==> src/rtl/uart_pkg.sv <==
// Shared types and constants for the UART packet receive path.
package uart_pkg;

  typedef enum logic [1:0] {
    ST_IDLE    = 2'd0,
    ST_LEN     = 2'd1,
    ST_PAYLOAD = 2'd2,
    ST_CSUM    = 2'd3
  } state_t;

  localparam logic [1:0] DROP_LEN     = 2'd0;
  localparam logic [1:0] DROP_CSUM    = 2'd1;
  localparam logic [1:0] DROP_RXERR   = 2'd2;
  localparam logic [1:0] DROP_TIMEOUT = 2'd3;

  localparam logic [7:0] SOF_DEFAULT = 8'hA5;

endpackage

==> src/rtl/rollback_fifo.sv <==
// FIFO with a speculative write pointer: bytes become visible to the reader
// only after commit, and rewind throws away everything written since the
// last commit without touching the read side.
module rollback_fifo #(
  parameter int DEPTH = 32,
  parameter int PW    = $clog2(DEPTH) + 1
) (
  input  logic          clk,
  input  logic          rst_n,
  input  logic          wr_en,
  input  logic [8:0]    wr_data,
  input  logic          commit,
  input  logic          rewind,
  input  logic          rd_en,
  output logic [8:0]    rd_data,
  output logic          rd_valid,
  output logic [PW-1:0] free
);

  logic [8:0]    r_mem [DEPTH];
  logic [PW-1:0] r_wrPtr;
  logic [PW-1:0] r_commitPtr;
  logic [PW-1:0] r_rdPtr;
  logic          w_wr;
  logic          w_rd;

  assign w_wr     = wr_en && !rewind;
  assign rd_valid = (r_rdPtr != r_commitPtr);
  assign w_rd     = rd_en && rd_valid;
  assign rd_data  = rd_valid ? r_mem[r_rdPtr[PW-2:0]] : 9'd0;
  assign free     = PW'(DEPTH) - (r_wrPtr - r_rdPtr);

  // Pointer bookkeeping: rewind snaps the write pointer back to the last commit point.
  always_ff @(posedge clk or negedge rst_n) begin
    if (!rst_n) begin
      r_wrPtr     <= '0;
      r_commitPtr <= '0;
      r_rdPtr     <= '0;
    end else begin
      if (rewind) begin
        r_wrPtr <= r_commitPtr;
      end else if (w_wr) begin
        r_wrPtr <= r_wrPtr + 1'b1;
      end
      if (commit) begin
        r_commitPtr <= r_wrPtr;
      end
      if (w_rd) begin
        r_rdPtr <= r_rdPtr + 1'b1;
      end
    end
  end

  // Storage array; contents are only observable through committed pointers.
  always_ff @(posedge clk) begin
    if (w_wr) begin
      r_mem[r_wrPtr[PW-2:0]] <= wr_data;
    end
  end

endmodule

==> src/rtl/uart_rx_pkt_ctrl.sv <==
// Packet framer behind the UART receiver: parses SOF/LEN/payload/CSUM,
// buffers payload speculatively and releases it only on a good checksum.
module uart_rx_pkt_ctrl
  import uart_pkg::*;
#(
  parameter logic [7:0] SOF     = SOF_DEFAULT,
  parameter int         MAX_LEN = 16,
  parameter int         DEPTH   = 32,
  parameter int         TIMEOUT = 100000
) (
  input  logic       sys_clk,
  input  logic       rst,
  input  logic [7:0] rx_data,
  input  logic       rx_valid,
  input  logic       rx_error,
  output logic [7:0] m_data,
  output logic       m_last,
  output logic       m_valid,
  input  logic       m_ready,
  output logic       pkt_ok,
  output logic       pkt_drop,
  output logic [1:0] drop_code,
  output logic       busy
);

  localparam int PW = $clog2(DEPTH) + 1;
  localparam int TW = $clog2(TIMEOUT) + 1;

  state_t        r_state;
  state_t        w_nextState;
  logic [7:0]    r_remain;
  logic [7:0]    r_acc;
  logic [TW-1:0] r_tmo;
  logic          r_pktOk;
  logic          r_pktDrop;
  logic [1:0]    r_dropCode;

  logic          w_err;
  logic          w_tmo;
  logic          w_byte;
  logic          w_wr;
  logic          w_commit;
  logic          w_drop;
  logic          w_ok;
  logic [1:0]    w_code;
  logic [7:0]    w_sum;
  logic          w_lenBad;
  logic [PW-1:0] w_free;
  logic [8:0]    w_rdData;
  logic          w_rdValid;

  assign w_err    = rx_error && (r_state != ST_IDLE);
  assign w_tmo    = (r_state != ST_IDLE) && (r_tmo == TW'(TIMEOUT - 1));
  assign w_byte   = rx_valid && !w_err && !w_tmo;
  assign w_sum    = r_acc + rx_data;
  assign w_lenBad = (rx_data == 8'd0) || (rx_data > 8'(MAX_LEN)) ||
                    ({1'b0, rx_data} > 9'(w_free));

  // Parser next-state: receiver error beats timeout, which beats byte handling.
  always_comb begin
    w_nextState = r_state;
    w_drop      = 1'b0;
    w_code      = DROP_LEN;
    w_ok        = 1'b0;
    w_wr        = 1'b0;
    w_commit    = 1'b0;
    if (w_err) begin
      w_drop = 1'b1;
      w_code = DROP_RXERR;
    end else if (w_tmo) begin
      w_drop = 1'b1;
      w_code = DROP_TIMEOUT;
    end else if (rx_valid) begin
      case (r_state)
        ST_IDLE: begin
          if (rx_data == SOF) w_nextState = ST_LEN;
        end
        ST_LEN: begin
          if (w_lenBad) begin
            w_drop = 1'b1;
            w_code = DROP_LEN;
          end else begin
            w_nextState = ST_PAYLOAD;
          end
        end
        ST_PAYLOAD: begin
          w_wr = 1'b1;
          if (r_remain == 8'd1) w_nextState = ST_CSUM;
        end
        default: begin
          if (w_sum == 8'd0) begin
            w_commit    = 1'b1;
            w_ok        = 1'b1;
            w_nextState = ST_IDLE;
          end else begin
            w_drop = 1'b1;
            w_code = DROP_CSUM;
          end
        end
      endcase
    end
    if (w_drop) w_nextState = ST_IDLE;
  end

  // Parser state register.
  always_ff @(posedge sys_clk or negedge rst) begin
    if (!rst) r_state <= ST_IDLE;
    else      r_state <= w_nextState;
  end

  // Length/checksum tracking, inter-byte timeout and registered status pulses.
  always_ff @(posedge sys_clk or negedge rst) begin
    if (!rst) begin
      r_remain   <= 8'd0;
      r_acc      <= 8'd0;
      r_tmo      <= '0;
      r_pktOk    <= 1'b0;
      r_pktDrop  <= 1'b0;
      r_dropCode <= DROP_LEN;
    end else begin
      if (w_byte && r_state == ST_LEN) begin
        r_remain <= rx_data;
        r_acc    <= rx_data;
      end else if (w_byte && r_state == ST_PAYLOAD) begin
        r_remain <= r_remain - 8'd1;
        r_acc    <= w_sum;
      end
      if (r_state == ST_IDLE || rx_valid) r_tmo <= '0;
      else                                r_tmo <= r_tmo + 1'b1;
      r_pktOk   <= w_ok;
      r_pktDrop <= w_drop;
      if (w_drop) r_dropCode <= w_code;
    end
  end

  rollback_fifo #(
    .DEPTH (DEPTH),
    .PW    (PW)
  ) u_fifo (
    .clk      (sys_clk),
    .rst_n    (rst),
    .wr_en    (w_wr),
    .wr_data  ({(r_remain == 8'd1), rx_data}),
    .commit   (w_commit),
    .rewind   (w_drop),
    .rd_en    (m_ready),
    .rd_data  (w_rdData),
    .rd_valid (w_rdValid),
    .free     (w_free)
  );

  assign m_data    = w_rdData[7:0];
  assign m_last    = w_rdData[8];
  assign m_valid   = w_rdValid;
  assign pkt_ok    = r_pktOk;
  assign pkt_drop  = r_pktDrop;
  assign drop_code = r_dropCode;
  assign busy      = (r_state != ST_IDLE);

endmodule

==> config.mk <==
export PLATFORM = sky130hd
export DESIGN_NAME = uart_rx_pkt_ctrl
export DESIGN_NICKNAME = d
export VERILOG_FILES = /design/src/rtl/uart_pkg.sv /design/src/rtl/rollback_fifo.sv /design/src/rtl/uart_rx_pkt_ctrl.sv
export SDC_FILE = /design/constraint.sdc
export NUM_CORES = 1
export LEC_CHECK = 0
export CAP_MARGIN = 25
export CORE_MARGIN = 1
export CORE_UTILIZATION = 35
export CTS_CLUSTER_SIZE = 24
export DETAILED_ROUTE_END_ITERATION = 10
export GPL_TIMING_DRIVEN = 0
export PLACE_DENSITY_LB_ADDON = 0.1
export SETUP_SLACK_MARGIN = 0.1
export SLEW_MARGIN = 20
export SYNTH_ARGS = -nofsm -noshare
export SYNTH_HDL_FRONTEND = slang
export SYNTH_SLANG_ARGS = --single-unit
==> constraint.sdc <==
create_clock -name sys_clk -period 14.2 [get_ports sys_clk]
set_input_delay 2.13 -clock sys_clk [delete_from_list [all_inputs] [get_ports sys_clk]]
set_output_delay 2.13 -clock sys_clk [all_outputs]
set_load 0.01 [all_outputs]
=== Word level (Yosys, flattened, before mapping) ===
Memories as Yosys holds them, arrays and structs flattened.
Index checks and enable logic that the tools add are counted.

* $add $sub $neg: 7
* $lt $le $gt $ge: 2
* Reductions and logical operators: 25
* Multiplexer cells: 39
* Eq/ne operators: 11

{| class="wikitable"
|+ Operators with widths
! cell !! number
|-
| $mux W8 || 4
|-
| $mux W2 || 10
|-
| $mux W1 || 19
|-
| $add A18 B1 Y18 const B || 1
|-
| $eq A18 B17 Y1 const B || 1
|-
| $mux W18 || 1
|-
| $logic_not A8 Y1 || 2
|-
| $add A6 B1 Y6 const B || 2
|-
| $mux W6 || 2
|-
| $mux W9 || 1
|-
| $add A8 B8 Y8 || 1
|-
| $eq A8 B1 Y1 const B || 1
|-
| $eq A8 B8 Y1 const B || 1
|-
| $gt A8 B5 Y1 const B || 1
|-
| $gt A8 B6 Y1 || 1
|-
| $logic_and A1 B1 Y1 || 8
|-
| $reduce_bool A2 Y1 || 4
|-
| $sub A8 B1 Y8 const B || 1
|-
| $reduce_and A7 Y1 || 1
|-
| $ne A3 B2 Y1 const B || 2
|-
| $ne A6 B6 Y1 || 1
|-
| $pmux W2 S3 || 1
|-
| $sub A6 B6 Y6 || 1
|-
| $sub A6 B6 Y6 const A || 1
|-
| 11 further kinds || 16
|}

* Logic and storage cells: 95
* Input port bits: 13
* Output and inout port bits: 15
* Bits in registers: 58
* Memories kept: 1
* Bits in writable memories: 288

{| class="wikitable"
|+ Memories
! memory !! words !! width !! rd ports !! clocked after Yosys merged registers in !! write ports !! line !! RTL
|-
| u_fifo.r_mem || 32 || 9 || 1 || 0 || 1 || rollback_fifo.sv:20 || <nowiki>logic [8:0] r_mem [DEPTH];</nowiki>
|}

=== Longest topological paths before layout ===
Gate-level depths: netlist of run 1.

* Depth in word-level cells: 13
* Gate-level depth with buffers: 20

=== By module ===
Synthesis of run 1 repeated with hierarchy kept, for this count alone.

* Cells, all modules: 984
* Area total of the unflattened synthesis: 15387.3 µm²

{| class="wikitable"
|+ By module, submodules not included
! module !! seq. area each (µm²) !! instances !! cells each !! area each (µm²)
|-
| rollback_fifo || 9098.7 || 1 || 675 || 12588.3
|-
| uart_rx_pkt_ctrl || 1001.0 || 1 || 309 || 2798.9
|}

=== Worst setup path after synthesis of run 1 ===
OpenSTA, ideal clock, no wires.

* Path type: input -> register
* Start: input rx_data[0]
* End: memory u_fifo.r_mem[0][0], enable pin
* Path slack: 9.016 ns
* Data arrival time: 4.810 ns
* Buffers on the path: 2
* Data required time: 13.826 ns
* Stages on the path: 12
* Cell sequence: ha_1 -> inv_1 -> fa_1 -> and2b_1 -> o22ai_1 -> mux2_2 -> a2111oi_4 -> a21oi_1 -> buf_2 -> or2_1 -> buf_2 -> nor2_1

* Cells in the longest elaborated chain, start to end: 12
* Elaborated cells between the ends (all ways): 17

{| class="wikitable"
|+ RTL lines
! item !! line !! RTL
|-
| from (decl) || uart_rx_pkt_ctrl.sv:13 || <nowiki>input logic [7:0] rx_data,</nowiki>
|-
| branches (longest 4 deep; another with $add A8 B8 Y8) || - ||
|-
| $pmux W1 S2 * || uart_rx_pkt_ctrl.sv:74 || <nowiki>case (r_state)</nowiki>
|-
| $mux W1 * || uart_rx_pkt_ctrl.sv:73 || <nowiki>end else if (rx_valid) begin</nowiki>
|-
| $mux W1 * || uart_rx_pkt_ctrl.sv:70 || <nowiki>end else if (w_tmo) begin</nowiki>
|-
| $mux W1 * || uart_rx_pkt_ctrl.sv:67 || <nowiki>if (w_err) begin</nowiki>
|-
| $logic_not A1 Y1 * || rollback_fifo.sv:27 || <nowiki>assign w_wr = wr_en && !rewind;</nowiki>
|-
| $logic_and A1 B1 Y1 * || rollback_fifo.sv:27 ||
|-
| $mux W1 * || rollback_fifo.sv:56 || <nowiki>if (w_wr) begin</nowiki>
|-
| $mux W1 (implied by the code) * || rollback_fifo.sv:57 || <nowiki>r_mem[r_wrPtr[PW-2:0]] <= wr_data;</nowiki>
|-
| to (decl) || rollback_fifo.sv:20 ||
|}

Mark *: on every way between the ends.

=== Worst setup path in the final report of run 1 ===
* Start: register u_fifo.r_rdPtr[1]
* End: output m_data[5]

* Cells in the longest elaborated chain, start to end: 2
* Elaborated cells between the ends (all ways): 3

{| class="wikitable"
|+ RTL lines
! item !! line !! RTL
|-
| from (decl) || rollback_fifo.sv:23 || <nowiki>logic [PW-1:0] r_rdPtr;</nowiki>
|-
| from (signal assigned) || rollback_fifo.sv:49 || <nowiki>r_rdPtr <= r_rdPtr + 1'b1;</nowiki>
|-
| $mem_v2 Z32 W9 / $ne A6 B6 Y1 (equally long branches) || - ||
|-
| $mux W9 * || rollback_fifo.sv:30 || <nowiki>assign rd_data = rd_valid ? r_mem[r_rdPtr[PW-2:0]] : 9'd0;</nowiki>
|-
| to (decl) || uart_rx_pkt_ctrl.sv:16 || <nowiki>output logic [7:0] m_data,</nowiki>
|}

Every way passes the cells marked *; elsewhere a longest branch is shown, timed or not.

==> qor.yml, run 1 <==
placement:
  port_buffers: 27
  dp_hpwl_mm: 24.63
  placed_area_sq_um: 16190
  gp_congestion: 0.7478
yosys:
  syn_area_per_cell_sq_um: 16.75
  synth_edf_count: 288
  ys_types: 69
  syn_inst: 897
  ys_seq_elements: 346
  synthArstFlopShare_pct: 16.76
  syn_nets: 946
  ys.flop_type: "edfxtp_1"
  seq_area_frac_synth_pct: 67.21
  syn_area_sq_um: 15030
  synth_top_area_cell: "edfxtp_1"
  netlist_top_cells_area: "edfxtp_1, mux4_2, dfrtp_1, ha_1, nor2_1"
  yosysTopAreaCellShare_pct: 57.55
  synth_warnings: 0
timing:
  timing.final.hold_violations: 0
  fin_tns_setup_ps: 0
  hold_slack_ps: 495.1
  finalSetupViolations: 0
  finalCritPeriodShare_pct: 44.22
  fmax_ghz: 0.1593
  fin_worst_skew_ps: 28.47
  final_max_slew_viol_count: 0
  period_needed_ps: 6279
  max_slew_margin_pct: 33.20
  rsz0062_at_grt: "no"
  worst_pin_slew_ps: 998.2
critical_path:
  cp.arrival_ps: 4150
  r2r_end: "u_fifo.r_mem[6][8]"
  crit_required_ps: 12070
  crit_path_end: "m_data[5]"
  reg2regPathDepth: 19
  end_kind: "output pin"
  worstPathMaxFanout: 10
  reg2reg_slack_ps: 8310
  crit_path_start_kind: "flop"
  r2r-start: "u_fifo.r_rdPtr[0]"
  crit_start: "u_fifo.r_rdPtr[1]"
  critPathKind: "reg -> out"
final_layout:
  nNetsFinal: 1036
  final_cell_mix: "edfxtp_1, mux4_2, nor2_1"
  layout_commonest_cell: "edfxtp_1"
  final_layout_size_suffix_gt1_share_pct: 19.90
  antenna_cells: 0
  nFillCells: 3769
  area_growth_pct: 17.83
  fin_area_sq_um: 17710
pwr:
  power_leakage_uw: 0.006056
  finalPower_uw: 3397
  ir_drop_uv: 104.5
  power_density_nw_per_um2: 191.8
floorplanning:
  die_area_sq_um: 43770
  die_w_um: 209.2
  fp.coreArea_sq_um: 42130
  start_util_pct: 35.67
  die_h_um: 209.2
  fp-row-count: 75
  io_pins: 28
clocking:
  cts_tree: "done"
  cts_sinks: 346
  clk_pin_slew_ps: 60
  cts_setup_buffers: 0
  cts.path.max_buffers: 3
  cts_root_buffer: "clkbuf_16"
  clock_latency_ps: 570
  post_cts_resized: 0
  htreeDepth: 2
  numCtsBuffers: 41
  hold_buffers: 0
routing:
  postRouteAntennaNets: 0
  wl_mm: 36.79
  drt_pre_antenna_iters: 5
  drtIter0Drc: 550
  drc: 0
  via_per_inst: 5.237
  vias: 8165
  wire_per_inst_um: 23.60
global_route:
  grt_max_degree: 39
  use_met3_pct: 2.600
  grt_antenna_before_repair: 0
  grt_pass1_wl_mm: 55.32
  use_met1_pct: 25.53
  grt_pass1_vias: 8395
  use_met2_pct: 26.74
  track_usage_pct: 17.43
  busiest_layer: "met2"
  grt.overflow.total: 0
run:
  maxCapViolations: 0
worst_hold_path:
  worstHoldPathType: "reg -> reg"
run_status:
  status: "finished, final reports clean"
## critical path: stages, from the launching register on
cell and delay, ps:
dfrtp_1 460, clkbuf_1 660, clkbuf_1 690, mux4_2 460, mux4_2 520, mux2i_1 210
nor2_1 80, clkdlybuf4s50_1 510
## worst min-delay path by stage
stage                     startpoint       end  slack (ps)  depth (start not counted)
after floorplan             r_tmo[0]  r_tmo[0]         450                          1
after global placement      r_tmo[0]  r_tmo[0]         490                          1
after detailed placement    r_tmo[0]  r_tmo[0]         490                          1
after CTS                   r_tmo[0]  r_tmo[0]         500                          1
after global routing        r_tmo[0]  r_tmo[0]         530                          1
final                       r_tmo[0]  r_tmo[0]         500                          1
## through the flow
stage                     utilization (%)  instances  setup WS, ps
after floorplan                         -        897          9016
after global placement              37.91       1463          6096
after detailed placement            38.43       1478          7416
after CTS                           41.91       1554          7621
after global routing                42.03       1559          7680
final                               42.03       1559          7921
## metal layers
layer	vias to the layer above	wire, um
li1	3735	-
met1	4220	17690
met2	160	16910
met3	50	1424
met4	0	770
met5	-	0
## final cells by class
cell class                      instances  area (sq um)  area share [%]
Multi-Input combinational cell        479          4651           26.26
Tap cell                              539         674.4           3.808
Clock buffer                           45          1062           5.999
Clock inverter                         31         406.6           2.296
Inverter                               31         116.4          0.6571
Sequential cell                       346         10100           57.03
Buffer                                 41         167.7          0.9468
Timing Repair Buffer                   47         530.5           2.996
## synth_stat cells, drive strengths merged (7+ instances only)
master	n
edfxtp	288
mux4	90
nor2	82
dfrtp	58
ha	34
nand2	31
inv	29
clkbuf	28
o21ai	26
nand3	22
xor2	20
xnor2	18
a21oi	17
buf	13
o22ai	13
mux2i	10
nor3	10
or3	9
a31oi	7
or2	7
## registers in the layout (all words and copies together) (netlist names)
| register | count |
|---|---|
| u_fifo.r_commitPtr | 6 |
| pkt_drop | 1 |
| u_fifo.r_mem | 288 |
| r_acc | 8 |
| r_remain | 8 |
| drop_code | 2 |
| r_state | 2 |
| u_fifo.r_wrPtr | 6 |
| pkt_ok | 1 |
| u_fifo.r_rdPtr | 6 |
| r_tmo | 18 |
## power breakdown
part,leakage [uW],total [uW],internal (uW),switching [uW]
clock network,0.000716,1140,707,428
logic,0.00192,1080,512,571
registers,0.00342,1180,1140,42.8
total,0.00606,3400,2350,1040
## kinds of logic after synthesis
group	count (synthesis)	share of synthesized area (%)
flops	346	67.21
simple gates	202	6.561
mux	103	14.38
compound gates	100	4.654
buf+inv	72	1.890
xor+xnor	38	2.215
fa+ha+maj	36	3.097
Power figures use the tool's default switching activity.
==> inputs of run 2 (changes only) <==
==> constraint.sdc (replaced) <==
create_clock -name sys_clk -period 5.75 [get_ports sys_clk]
set_input_delay 0.8625 -clock sys_clk [delete_from_list [all_inputs] [get_ports sys_clk]]
set_output_delay 0.8625 -clock sys_clk [all_outputs]
set_load 0.01 [all_outputs]
==> run 2 against run 1 <==
Combinational power grew to 2.5 times the previous value. Clock-buffer cell count is the same. Cell area grew 0.88%. Highest routed layer unchanged. Critical endpoint is now u_fifo.r_mem[22][0].
==> qor.yml, run 2 (same netlist as run 1, synthesis figures left out) <==
critical_path:
  worstPathMaxFanout: 10  # unchanged
  critPathKind: "reg -> reg"  # was reg -> out
  path_cells: "clkbuf_2 > buf_2 > inv_1 > ha_1 > inv_1 > ha_1 > fa_1 > a21o_1 > a21oi_1 > xnor2_1 > ha_1 > nor4bb_2 > and2_1 > a211oi_2 > nor3_1 > a21oi_1 > or2_2 > nor2_1"  # was clkbuf_1 > clkbuf_1 > mux4_2 > mux4_2 > mux2i_1 > nor2_1 > clkdlybuf4s50_1
  crit_path_max_incr_delay_ps: 760  # was 690 ps
  crit_path_top_delay_cell: "nor2_1"  # was clkbuf_1
  crit_required_ps: 5940  # was 12070 ps
  cp.arrival_ps: 5600  # was 4150 ps
  end_kind: "flop"  # was output pin
  path_common_cell: "ha_1"
  crit_path_start_kind: "flop"  # unchanged
floorplanning:
  io_pins: 28  # unchanged
  fp.coreArea_sq_um: 42130  # unchanged
  start_util_pct: 35.67  # unchanged
  die_h_um: 209.2  # unchanged
  fp-row-count: 75  # unchanged
  die_area_sq_um: 43770  # unchanged
  die_w_um: 209.2  # unchanged
routing:
  via_per_inst: 5.290  # was 5.237
  postRouteAntennaNets: 0  # unchanged
  wl_mm: 36.84  # was 36.79 mm
  drt_pre_antenna_iters: 5  # unchanged
  drc: 0  # unchanged
  vias: 8231  # was 8165
  wire_per_inst_um: 23.68  # was 23.60 um
  drtIter0Drc: 500  # was 550
final_layout:
  area_growth_pct: 18.87  # was 17.83%
  largest_register_ffs: 288  # unchanged
  fin_cells: 1556  # was 1559
  layout_commonest_cell: "edfxtp_1"  # unchanged
  nNetsFinal: 1033  # was 1036
  final_cell_mix: "edfxtp_1, mux4_2, dfrtp_1"  # was edfxtp_1, mux4_2, nor2_1
  nFillCells: 3745  # was 3769
  final_layout_size_suffix_gt1_share_pct: 22.81  # was 19.90%
  antenna_cells: 0  # unchanged
clocking:
  cts_tree: "done"  # unchanged
  cts.path.max_buffers: 3  # unchanged
  clock_latency_ps: 570  # about the same
  cts_sinks: 346  # unchanged
  hold_buffers: 0  # unchanged
  numCtsBuffers: 41  # unchanged
  cts_root_buffer: "clkbuf_16"  # unchanged
  htreeDepth: 2  # unchanged
  clk_pin_slew_ps: 60  # about the same
timing:
  final_max_slew_viol_count: 0  # unchanged
  max_slew_margin_pct: 35.53  # was 33.20%
  timing.final.hold_violations: 0  # unchanged
  worst_pin_slew_ps: 967.0  # was 998.2 ps
  fin_worst_skew_ps: 27.90  # was 28.47 ps
  fin_tns_setup_ps: 0  # unchanged
  period_needed_ps: 5411
  finalCritPeriodShare_pct: 94.10
  rsz0062_at_grt: "yes"  # was no
  fmax_ghz: 0.1848
  finalSetupViolations: 0  # unchanged
pwr:
  p_sw_uw: 2596  # was 1042 uW
  ir_drop_uv: 258.5  # was 104.5 uV
  share_clk_of_total_power_pct: 33.3  # was 33.4%
  share_comb_of_total_power_pct: 32.2  # was 31.9%
  p_seq_share_pct: 34.5  # was 34.7%
  switching_share_pct: 30.82  # was 30.69%
  p_int_uw: 5828  # was 2354 uW
  power_leakage_uw: 0.006066  # was 0.006056 uW
  power_density_nw_per_um2: 471.6  # was 191.8 nW/um^2
placement:
  gp_congestion: 0.7478  # unchanged
  port_buffers: 27  # unchanged
  dp_hpwl_mm: 24.63  # unchanged
  placed_cells: 1478  # unchanged
global_route:
  grt_pass1_vias: 8410  # was 8395
  grt_pass1_wl_mm: 55.35  # was 55.32 mm
  grt_max_degree: 39  # unchanged
  grt.overflow.total: 0  # unchanged
  track_usage_pct: 17.44  # was 17.43%
  grt_antenna_before_repair: 0  # unchanged
run:
  maxCapViolations: 0  # unchanged
run_status:
  status: "finished, final reports clean"  # unchanged
worst_hold_path:
  worstHoldPathType: "in -> async"  # was reg -> reg
## run 2: changes by cell type in the layout (fill, tap and decap cells not counted), moves of 2 or more
| cell | change |
|---|---|
| nor2_1 | -26 |
| buf_2 | -2 |
| clkbuf_4 | +2 |
| clkbuf_1 | -3 |
| nor2_2 | +12 |
| buf_4 | -2 |
| nor2_4 | +14 |
## run 2: repair_timing
item | in CTS | in global routing
pin swaps | 0 | 4
setup endpoints to repair | 288 | 216
buffers inserted | 0 | 1
gates resized for setup | 15 | 31
## run 2: final timing paths
check / from / to / slack (ps) / cells past startpoint
max reg2reg: u_fifo.r_rdPtr[0] / u_fifo.r_mem[22][0] / 340 / 18
min: rst / r_tmo[5] / 190 / 1
min reg2reg: r_tmo[0] / r_tmo[0] / 500 / 1
max: u_fifo.r_rdPtr[0] / u_fifo.r_mem[22][0] / 340 / 18
max in group asynchronous: rst / u_fifo.r_rdPtr[0] / 5050 / 2
min in group sys_clk: r_tmo[0] / r_tmo[0] / 500 / 1
## run 2: layer usage
layer,share of wire (%),GRT usage (%)
met3,4.0,2.600
met4,2.1,5.477
met5,0,0
met2,46,26.76
met1,48,25.54
## run 2: metrics by stage
stage / utilization [%] / total power (uW) / worst slack [ps] / instance area, sq um / hold slack [ps]
floorplan: - / 4668 / 1131 / 15030 / 447.4
global placement: 37.91 / 5615 / -1087 / 15970 / 486.7
detailed placement: 38.43 / 5656 / -258.0 / 16190 / 486.1
CTS: 41.98 / 8489 / 104.1 / 17690 / 169.3
global route: 42.40 / 8834 / -91.51 / 17860 / 191.2
finish: 42.40 / 8425 / 339.1 / 17860 / 193.7
## run 2: worst max-delay path: cells and delay by family (launching register included)
kind | cells | cell delay, ps
AOI/OAI and AO/OA | 4 | 500
DFF | 1 | 410
xor gates and xnor gates | 1 | 120
adders and majority gates | 4 | 1100
buffers and inverters | 4 | 790
and+or+nand+nor | 5 | 2120
## run 2: final cells by class
type | count | area (sq um) | share of cell area (%)
multi-input combinational | 479 | 4803 | 26.89
inverter | 31 | 116.4 | 0.6514
timing repair buffer | 46 | 535.5 | 2.998
sequential | 346 | 10100 | 56.53
clock inverter | 31 | 406.6 | 2.276
buffer | 39 | 166.4 | 0.9315
clock buffer | 45 | 1062 | 5.946
tap | 539 | 674.4 | 3.775
## run 2: power by group through the flow
stage | registers [uW] | logic [uW] | clock network [uW]
6_report | 2910 | 2710 | 2800
3_5_place_dp | 2960 | 2700 | 0
5_1_grt | 2920 | 2950 | 2970
3_3_place_gp | 2960 | 2650 | 0
4_1_cts | 2910 | 2710 | 2870
2_1_floorplan | 2930 | 1740 | 0
==> inputs of run 3 (changes only) <==
--- a/config.mk
+++ b/config.mk
@@ -16,4 +16,5 @@
 export SLEW_MARGIN = 20
 export SYNTH_ARGS = -nofsm -noshare
 export SYNTH_HDL_FRONTEND = slang
+export SYNTH_HIERARCHICAL = 1
 export SYNTH_SLANG_ARGS = --single-unit
==> run 3 against run 2 <==
Via count increased by 5.0%. Sequential power about the same. Routed wire length grew 4.2%. Clock-buffer cell count grew 5. Sequential share of layout area fell by 1.3 points. Flip-flop and latch count did not move. Critical path depth decreased by 2. Clock power down 12%. Largest cell class unchanged.
==> qor.yml, run 3 <==
final_layout:
  largest_register_ffs: 288  # unchanged
  fin_cells: 1688  # was 1556
  area_growth_pct: 18.76  # was 18.87%
  layout_commonest_cell: "edfxtp_1"  # unchanged
  antenna_cells: 0  # unchanged
  nNetsFinal: 1121  # was 1033
  final_cell_mix: "edfxtp_1, dfrtp_1, nand2_1"  # was edfxtp_1, mux4_2, dfrtp_1
  finish.utilization_pct: 42.33  # was 42.40%
  final_layout_size_suffix_gt1_share_pct: 22.39  # was 22.81%
  fin_area_sq_um: 18270  # was 17860 sq um
  nFillCells: 3989  # was 3745
timing:
  rsz0062_at_grt: "no"  # was yes
  fin_worst_skew_ps: 22.27  # was 27.90 ps
  timing.final.hold_violations: 0  # unchanged
  max_slew_margin_pct: 56.11  # was 35.53%
  final_max_slew_viol_count: 0  # unchanged
  worst_pin_slew_ps: 651.4  # was 967.0 ps
  finalSetupViolations: 0  # unchanged
  fin_ws_ps: 360.5  # was 339.1 ps
  finalCritPeriodShare_pct: 93.73  # was 94.10%
  hold_slack_ps: 142.6  # was 193.7 ps
  period_needed_ps: 5389  # was 5411 ps
  fmax_ghz: 0.1855  # was 0.1848 GHz
yosys:
  muxShareOfSynthArea_pct: 12.22  # was 14.38%
  yosysTopAreaCellShare_pct: 56.20  # was 57.55%
  syn_area_sq_um: 15390  # was 15030 sq um
  synth.cells.most_frequent: "edfxtp_1, nor2_1, dfrtp_1, nand2_1, mux4_2"  # was edfxtp_1, mux4_2, nor2_1, dfrtp_1, ha_1
  ys_types: 67  # was 69
  ys.flop_type: "edfxtp_1"  # unchanged
  synth_top_area_cell: "edfxtp_1"  # unchanged
  synth_top_family_by_area: "multiplexers"  # unchanged
  synth_simple_gate_area_share_pct: 6.749  # was 6.561%
  synth_warnings: 6  # was 0
  syn_nets: 1034  # was 946
  synth_edf_count: 288  # unchanged
  synthAdderAreaFrac_pct: 3.106  # was 3.097%
  synth_compound_area_share_pct: 7.107  # was 4.654%
  ys_seq_elements: 346  # unchanged
  seq_area_frac_synth_pct: 65.64  # was 67.21%
  syn_inst: 984  # was 897
  synthArstFlopShare_pct: 16.76  # unchanged
  synth-xor-area-share_pct: 2.277  # was 2.215%
  netlist_top_cells_area: "edfxtp_1, dfrtp_1, mux4_2, ha_1, mux2_2"  # was edfxtp_1, mux4_2, dfrtp_1, ha_1, nor2_1
  syn_area_per_cell_sq_um: 15.64  # was 16.75 sq um
  synth.most_common_cell: "edfxtp_1"  # unchanged
critical_path:
  crit_path_max_incr_delay_ps: 470  # was 760 ps
  path_cells: "clkbuf_1 > inv_1 > ha_1 > fa_1 > a21o_1 > a21oi_1 > xnor2_1 > inv_1 > ha_1 > and3_1 > a2111o_1 > a21oi_1 > o221ai_2 > nor2b_2 > nand2_2 > nor2_4"  # was clkbuf_2 > buf_2 > inv_1 > ha_1 > inv_1 > ha_1 > fa_1 > a21o_1 > a21oi_1 > xnor2_1 > ha_1 > nor4bb_2 > and2_1 > a211oi_2 > nor3_1 > a21oi_1 > or2_2 > nor2_1
  crit_path_start_kind: "flop"  # unchanged
  r2r-start: "u_fifo/r_wrPtr[2]"  # was u_fifo.r_rdPtr[0]
  crit_required_ps: 5970  # was 5940 ps
  path_buf_inv: 3  # was 4
  worstPathMaxFanout: 9  # was 10
  end_kind: "flop"  # unchanged
  critPathKind: "reg -> reg"  # unchanged
  reg2regPathDepth: 16  # was 18
  crit_path_top_delay_cell: "fa_1"  # was nor2_1
  path_delay_family: "compound AO/OA/AOI/OAI gates"  # was simple AND/OR/NAND/NOR gates
  crit_start: "u_fifo/r_wrPtr[2]"  # was u_fifo.r_rdPtr[0]
  cp.arrival_ps: 5610  # was 5600 ps
  reg2reg_slack_ps: 360  # was 340 ps
  r2r_end: "u_fifo/r_mem[27][2]"  # was u_fifo.r_mem[22][0]
placement:
  placed_area_sq_um: 16610  # was 16190 sq um
  dp_hpwl_mm: 26.36  # was 24.63 mm
  port_buffers: 27  # unchanged
  placed_cells: 1607  # was 1478
  gp_congestion: 0.7931  # was 0.7478
  dp_slack_ps: -68.53  # was -258.0 ps
pwr:
  switching_share_pct: 32.95  # was 30.82%
  ir_drop_uv: 235.7  # was 258.5 uV
  p_sw_uw: 2721  # was 2596 uW
  power_density_nw_per_um2: 451.9  # was 471.6 nW/um^2
  share_clk_of_total_power_pct: 29.9  # was 33.3%
  power_leakage_uw: 0.006298  # was 0.006066 uW
  share_comb_of_total_power_pct: 35.0  # was 32.2%
  p_seq_share_pct: 35.2  # was 34.5%
  p_int_uw: 5537  # was 5828 uW
clocking:
  cts_root_buffer: "clkbuf_16"  # unchanged
  numCtsBuffers: 40  # was 41
  htreeDepth: 2  # unchanged
  clock_latency_ps: 560  # was 570 ps
  cts.path.max_buffers: 3  # unchanged
  cts_tree: "done"  # unchanged
  cts_sinks: 346  # unchanged
  hold_buffers: 0  # unchanged
  clk_pin_slew_ps: 60  # about the same
floorplanning:
  start_util_pct: 35.64  # was 35.67%
  die_area_sq_um: 44810  # was 43770 sq um
  io_pins: 28  # unchanged
  die_h_um: 211.7  # was 209.2 um
  fp-row-count: 76  # was 75
  die_w_um: 211.7  # was 209.2 um
  fp.coreArea_sq_um: 43170  # was 42130 sq um
routing:
  drtIter0Drc: 467  # was 500
  wire_per_inst_um: 22.75  # was 23.68 um
  postRouteAntennaNets: 0  # unchanged
  drt_pre_antenna_iters: 7  # was 5
  via_per_inst: 5.120  # was 5.290
  vias: 8643  # was 8231
  drc: 0  # unchanged
  wl_mm: 38.40  # was 36.84 mm
global_route:
  grt_max_degree: 51  # was 39
  grt.overflow.total: 0  # unchanged
  grt_antenna_before_repair: 0  # unchanged
  track_usage_pct: 17.93  # was 17.44%
  grt_pass1_wl_mm: 58.53  # was 55.35 mm
  grt_pass1_vias: 9006  # was 8410
worst_hold_path:
  worstHoldPathType: "in -> async"  # unchanged
run_status:
  status: "finished, final reports clean"  # unchanged
run:
  maxCapViolations: 0  # unchanged
## run 3: cell count changes in the layout (fill, tap and decap cells not counted), sizes merged, moves of 9 or more
| cell | delta |
|---|---|
| o211ai | +9 |
| mux2 | +40 |
| xnor2 | +9 |
| a22oi | +9 |
| mux4 | -44 |
| a221oi | +9 |
| nor2 | -10 |
| mux2i | +20 |
| a221o | +11 |
| o211a | +10 |
| inv | +10 |
| buf | +17 |
| a21oi | +11 |
| nand2 | +18 |
## run 3: how the worst max path moves through the flow
stage / endpoint / slack (ps) / cells past startpoint
2_1_floorplan: u_fifo/r_mem[11][0] / 1200 / 20
3_3_place_gp: u_fifo/r_mem[26][2] / -1180 / 10
3_5_place_dp: u_fifo/r_mem[27][5] / -70 / 16
4_1_cts: u_fifo/r_mem[9][2] / -90 / 16
5_1_grt: u_fifo/r_mem[27][2] / 100 / 16
6_report: u_fifo/r_mem[27][2] / 360 / 16
## run 3: repair_timing
action,CTS,global route
buffers inserted,0,7
cloned,0,0
gates resized for setup,15,55
endpoints found under the hold margin,0,0
setup endpoints to repair,288,288
pin swaps,0,11
## run 3: cell type report
| cell class | instances | area [sq um] | share of cell area (%) |
|---|---|---|---|
| Buffer | 44 | 300.3 | 1.643 |
| Clock buffer | 50 | 1039 | 5.683 |
| Clock inverter | 24 | 222.7 | 1.219 |
| Inverter | 39 | 146.4 | 0.8011 |
| Multi-Input combinational cell | 555 | 5107 | 27.95 |
| Sequential cell | 346 | 10100 | 55.27 |
| Tap cell | 585 | 732.0 | 4.005 |
| Timing Repair Buffer | 45 | 626.9 | 3.430 |
## run 3: power by group through the flow
stage / Sequential (uW) / Combinational, uW / Clock, uW
2_1_floorplan: 2930 / 1930 / 0
3_3_place_gp: 2960 / 2890 / 0
3_5_place_dp: 2960 / 2910 / 0
4_1_cts: 2900 / 2930 / 2540
5_1_grt: 2920 / 3160 / 2630
6_report: 2900 / 2890 / 2470
## run 3: cell families (layout without fill, tap and decap cells)
logic type	after synthesis	after routing
compound gates	147	147
xor+xnor	40	40
fa+ha+maj	37	37
buf+inv	83	202
flops	346	346
mux	119	119
simple gates	212	212
## run 3: per-stage QoR
| step | TNS, ps | power, uW |
|---|---|---|
| 6_report | 0 | 8258 |
| 3_5_place_dp | -5518 | 5865 |
| 5_1_grt | 0 | 8710 |
| 4_1_cts | -7153 | 8374 |
| 3_3_place_gp | -304870 | 5851 |
| 2_1_floorplan | 0 | 4855 |
## run 3: worst register-to-register path, stage by stage, from the launching register on
cell and delay, ps:
dfrtp_1 320, clkbuf_1 350, inv_1 230, ha_1 390, fa_1 470, a21o_1 180
a21oi_1 170, xnor2_1 160, inv_1 70, ha_1 280, and3_1 170, a2111o_1 400
a21oi_1 340, o221ai_2 340, nor2b_2 360, nand2_2 390, nor2_4 440
## run 3: per-layer routing
layer	GRT usage (%)	up-vias	part of all wire [%]
met5	0	-	0
met4	5.072	0	2.2
met3	3.160	55	3.6
met2	28.69	144	47
met1	25.02	4412	47
li1	-	4032	-
